## src/rtl/muldiv_seq.sv

```systemverilog
// muldiv_seq: iterative 32-step unsigned MUL/MULHU/DIVU/REMU sequencer for EX.
// The unit stalls the pipeline while it is busy, then pulses ready_o for one cycle.
module muldiv_seq #(
  parameter int DATA_W = 32,
  parameter int CNT_W  = 5
) (
  input  logic              clk,
  input  logic              rst,
  input  logic              start_i,
  input  logic [1:0]        op_i,
  input  logic [DATA_W-1:0] opa_i,
  input  logic [DATA_W-1:0] opb_i,
  input  logic              annul_i,
  output logic [DATA_W-1:0] result_o,
  output logic              ready_o,
  output logic              stall_o
);
  typedef enum logic [1:0] {IDLE, MUL, DIV, DONE} state_t;
  state_t                state_q;
  logic [CNT_W-1:0]      cnt_q;
  logic                  hi_q;
  logic [DATA_W-1:0]     a_q, b_q, q_q, r_q, result_q;
  logic [2*DATA_W-1:0]   p_q, p_d;
  logic [DATA_W:0]       mul_sum, r_sh;
  logic [DATA_W-1:0]     q_d, r_d;
  logic                  ge;
  always_comb begin
    mul_sum = {1'b0, p_q[2*DATA_W-1:DATA_W]} + {1'b0, p_q[0] ? a_q : '0};
    p_d     = {mul_sum, p_q[DATA_W-1:1]};
    r_sh    = {r_q, q_q[DATA_W-1]};
    ge      = r_sh >= {1'b0, b_q};
    r_d     = ge ? DATA_W'(r_sh - {1'b0, b_q}) : r_sh[DATA_W-1:0];
    q_d     = {q_q[DATA_W-2:0], ge};
  end
  // hi_q selects the upper product for MUL ops and the remainder for DIV ops.
  always_ff @(posedge clk) begin
    if (rst) begin
      state_q  <= IDLE;
      cnt_q    <= '0;
      hi_q     <= 1'b0;
      a_q      <= '0;
      b_q      <= '0;
      p_q      <= '0;
      q_q      <= '0;
      r_q      <= '0;
      result_q <= '0;
      ready_o  <= 1'b0;
    end else begin
      ready_o <= 1'b0;
      if (annul_i) state_q <= IDLE;
      else case (state_q)
        IDLE: if (start_i) begin
          hi_q    <= op_i[0];
          a_q     <= opa_i;
          b_q     <= opb_i;
          cnt_q   <= '0;
          p_q     <= {{DATA_W{1'b0}}, opb_i};
          q_q     <= opa_i;
          r_q     <= '0;
          state_q <= op_i[1] ? DIV : MUL;
        end
        MUL: begin
          p_q   <= p_d;
          cnt_q <= cnt_q + 1'b1;
          if (cnt_q == '1) begin
            state_q  <= DONE;
            result_q <= hi_q ? p_d[2*DATA_W-1:DATA_W] : p_d[DATA_W-1:0];
            ready_o  <= 1'b1;
          end
        end
        DIV: begin
          q_q   <= q_d;
          r_q   <= r_d;
          cnt_q <= cnt_q + 1'b1;
          if (cnt_q == '1) begin
            state_q  <= DONE;
            result_q <= hi_q ? r_d : q_d;
            ready_o  <= 1'b1;
          end
        end
        default: state_q <= IDLE;
      endcase
    end
  end
  assign result_o = result_q;
  assign stall_o  = (state_q == IDLE && start_i && !annul_i) || state_q == MUL || state_q == DIV;
endmodule
```

## config.mk

```make
export PLATFORM = sky130hd
export DESIGN_NAME = muldiv_seq
export DESIGN_NICKNAME = d
export VERILOG_FILES = /design/src/rtl/muldiv_seq.sv
export SDC_FILE = /design/constraint.sdc
export NUM_CORES = 1
export LEC_CHECK = 0
export BUFFER_PORTS_ARGS = -buffer_cell sky130_fd_sc_hd__buf_2
export CAP_MARGIN = 15
export CORE_ASPECT_RATIO = 0.6
export CORE_MARGIN = 1
export CORE_UTILIZATION = 45
export DETAILED_ROUTE_END_ITERATION = 10
export GPL_ROUTABILITY_DRIVEN = 0
export SKIP_LAST_GASP = 1
export SYNTH_ARGS = -nofsm -noshare
export SYNTH_HDL_FRONTEND = slang
export SYNTH_SLANG_ARGS = --single-unit
```

## constraint.sdc

```tcl
create_clock -name clk -period 6.95 [get_ports clk]
set_input_delay 0.3475 -clock clk [delete_from_list [all_inputs] [get_ports clk]]
set_output_delay 0.3475 -clock clk [all_outputs]
set_load 0.03 [all_outputs]
```

==> metrics.md <==
| Metric | Value |
|---|---|
| Synth top area cells | `dfxtp_1 33%, a21oi_1 7.1%, nand2_1 6.4%` |
| Post-synthesis xor/xnor area fraction | `3.293%` |
| Fin. Hold Viols | `0` |
| Share of cells above drive strength 1 | `10.88%` |
| Post-CTS Hold Fix Bufs | `0` |
| Max Clock Freq | `230.3 MHz` |
| Tot GR Track Use | `27.91%` |
| Remaining DRCs | `0` |
| PwrDens | `226.9 nW/µm²` |
| CP top delay family | `flip-flops` |
| Post-CTS Resized | `0` |
| Sequential element share of the synthesized area | `33.08%` |
| Period utilization | `62.47%` |
| Yosys cell types | `80` |
| Clock transition at path regs | `0.07 ns` |
| HP Start | `opa_i[16]` |
| Seq pwr share | `40.5%` |
| Synth async-reset ratio | `0%` |
| Biggest area consumer among synthesized cells | `dfxtp_1` |
| Clk network pwr share | `40.9%` |
| Num rows | `49` |
| Critical Path RT | `7.43 ns` |
| Worst-Skew Late Latency | `0.56 ns` |
| Share of the synthesized area in the top cell type | `33.08%` |
| I/O pin count | `104` |
| Switching power | `1.063 mW` |
| Largest net degree at the start of global routing | `119` |
| Setup_tns | `0 ns` |
| WS Path Type | `flop to flop` |
| Drt total wl | `45920 µm` |
| Top FF cell, synth | `dfxtp_1` |
| Worst path cell trace | `and2_1 -> ha_1 -> inv_1 -> fa_1 -> nand2b_1 -> a21oi_1 -> o21ai_1 -> a2111oi_2 -> or4_1 -> and2_1 -> xnor2_1 -> mux4_2 -> a21oi_1` |
| Die extent in x | `230.5 µm` |
| Cell count after synthesis | `1809` |
| Core ar. | `30350 µm²` |
| Total CTS buffers | `25` |
| Setup crit start kind | `flop` |
| Hold Path Depth | `3` |
| Grt ovf | `0` |
| Max-Cap Viols | `0` |
| Global-route wire length before repair | `70790 µm` |
| Internal Pwr Total | `2.493 mW` |
| Worst r2r dst | `result_o[25]` |
| R2R Setup Slk | `2.61 ns` |
| PortBufs | `103` |
| Nets | `1971` |
| Sw Ratio | `29.89%` |
| Initial antenna violation count | `0` |
| Die Y | `139.1 µm` |
| Largest family of logic cells by synthesized area | `compound AO/OA/AOI/OAI gates` |
| Postcts setup bufs | `0` |
| Total Power | `3.556 mW` |
| Critical path arrival | `4.82 ns` |
| ANT nets after route | `0` |
| Status | `finished, final reports clean` |
| CTS H-tree lvls | `1` |
| Adder-cell share of the synthesized area | `6.496%` |
| CP max stage cell | `dfxtp_1` |
| Initial Util | `46.46%` |
| Root Buffer Master | `clkbuf_16` |
| Via/cell ratio | `5.964` |
| Die Area | `32070 µm²` |
| Simple-Gate Fraction of Synth Area | `19.20%` |
| Setup violators final | `0` |
| RSZ-0062 raised after global routing | `no` |
| DR pass1 iterations | `7` |
| Pleak | `6.268 nW` |
| Hpwl dp | `33320 µm` |
| Ant diodes | `0` |
| Syn Std Cell Area | `14100 µm²` |
| Initial drt markers | `1196` |
| Hold WC Path Type | `input port to flop` |
| Area grow syn2layout | `11.14%` |
| Buf/Inv on CP | `1` |
| FF+latch count, synth | `233` |
| Compound-cell area share of the yosys netlist | `25.49%` |
| Clock Tree Buf Depth | `3` |
| Fin crit period | `4.342 ns` |
| Combinational group share of total power | `18.5%` |
| Peak VDD IR | `200.2 µV` |
| Vias | `13450` |
| Max-slew violation count | `0` |
| Worst slew pin tran | `1.149 ns` |
| Multiplexer share of the synthesized area | `7.224%` |
| Post-synth EDFFs | `0` |
| Post-synthesis average cell area | `7.794 µm²` |
| CTS tree | `done` |
| Vias in the first global route | `12270` |
| Placed Area | `14770 µm²` |
| Crit Reg-Reg Startpoint | `p_q[0]` |
| Net Count, Synth | `1951` |
| Hold endpoint | `a_q[16]` |
| Max_slew headroom | `23.10%` |
| YS warnings | `0` |
| Clk sinks | `233` |
| Max incr delay on CP | `1.07 ns` |
| Post-route cell area | `15670 µm²` |
| Skew final | `0.03244 ns` |
| WL/cell | `20.35 µm` |
| Crit-path max FO | `33` |
| Crit path capture type | `flop` |
| Cells on worst reg2reg path | `13` |
-- logic make-up (layout without fill, tap and decap cells) --
group           after synthesis  count (layout)
flops                       233             233
simple gates                611             611
xor+xnor                     53              53
compound gates              556             556
fa+ha+maj                    72              72
buf+inv                     187             226
mux                          97              97
-- state kept, by name (all words and copies together), names as in the netlist --
register and flops:
b_q 32, result_o 32, hi_q 1, q_q 32
ready_o 1, p_q 64, cnt_q 5, r_q 32
state_q 2, a_q 32
-- cells in the final DEF, fill, tap and decap left out, types with 8 or more instances in the layout --
cell,Yosys,layout
nand2_1,241,239
dfxtp_1,233,233
a21oi_1,200,200
nor2_1,192,191
buf_2,11,102
mux2i_1,83,83
a211oi_1,76,76
o21ai_0,69,69
ha_1,70,68
inv_1,62,62
and2_1,43,43
nand3_1,39,39
a31oi_1,34,34
xnor2_1,33,33
a21o_1,27,27
clkbuf_16,0,25
xor2_1,20,20
nor3_1,21,19
nand4_1,17,17
a22oi_1,16,16
and3_1,15,15
o21a_1,15,15
o211ai_1,15,15
a22o_1,14,14
buf_4,1,14
a211o_1,10,10
o21ai_1,8,8
nor2b_1,8,8
a2111oi_0,8,8
-- cell usage after synthesis, drive strengths merged, types with 40 or more instances --
cell type,n
dfxtp,233
o21ai,78
a211oi,77
nand3,40
mux2i,83
nor2,192
ha,70
nand2,242
clkbuf,102
a21oi,201
inv,62
and2,43
-- layout make-up --
| class | count | area [µm²] |
|---|---|---|
| fill | 3021 | 14680 |
| multi-input combinational | 1389 | 8738 |
| sequential | 233 | 4664 |
| clock buffer | 35 | 713.2 |
| timing repair buffer | 118 | 646.9 |
| tap | 408 | 510.5 |
| inverter | 62 | 232.7 |
| clock inverter | 11 | 162.7 |
-- metrics by stage --
step,hold WS [ns],setup WS [ns],util [%],std cells
3_5_place_dp,0.4454,2.765,48.68,2209
2_1_floorplan,0.4317,3.691,-,1809
5_1_grt,0.04007,2.392,51.63,2256
3_3_place_gp,0.4419,2.777,48.68,2209
6_report,0.04098,2.608,51.63,2256
4_1_cts,0.01890,2.681,51.56,2255
-- power groups by stage --
stage	Combinational (mW)	Clock, mW	Sequential [mW]
2_1_floorplan	0.473	0	1.45
3_3_place_gp	0.634	0	1.47
3_5_place_dp	0.641	0	1.47
4_1_cts	0.644	1.48	1.44
5_1_grt	0.715	1.53	1.45
6_report	0.658	1.46	1.44
-- worst min-delay path, delay by kind of cell --
family | cells | cell delay, ns
AOI/OAI and AO/OA | 1 | 0.05
and+or+nand+nor | 1 | 0.05
buffers and inverters | 1 | 0.10
-- layer usage --
layer / GRT usage (%) / part of all wire, % / vias to the layer above
met5: 0 / 0 / -
met1: 42.34 / 48 / 6348
met2: 39.76 / 41 / 530
met3: 6.188 / 8.8 / 67
li1: - / - / 6509
met4: 5.786 / 2.2 / 0
-- worst max path at each step --
stage                 from           end  slack [ns]  cells past startpoint
floorplan           p_q[0]  result_o[25]        3.69                     12
global placement    p_q[0]  result_o[25]        2.78                     11
detailed placement  p_q[0]  result_o[25]        2.76                     11
CTS                 p_q[0]  result_o[25]        2.68                     11
global route        p_q[0]  result_o[25]        2.39                     13
finish              p_q[0]  result_o[25]        2.61                     13
No activity file was read; power rests on OpenSTA's default activity.
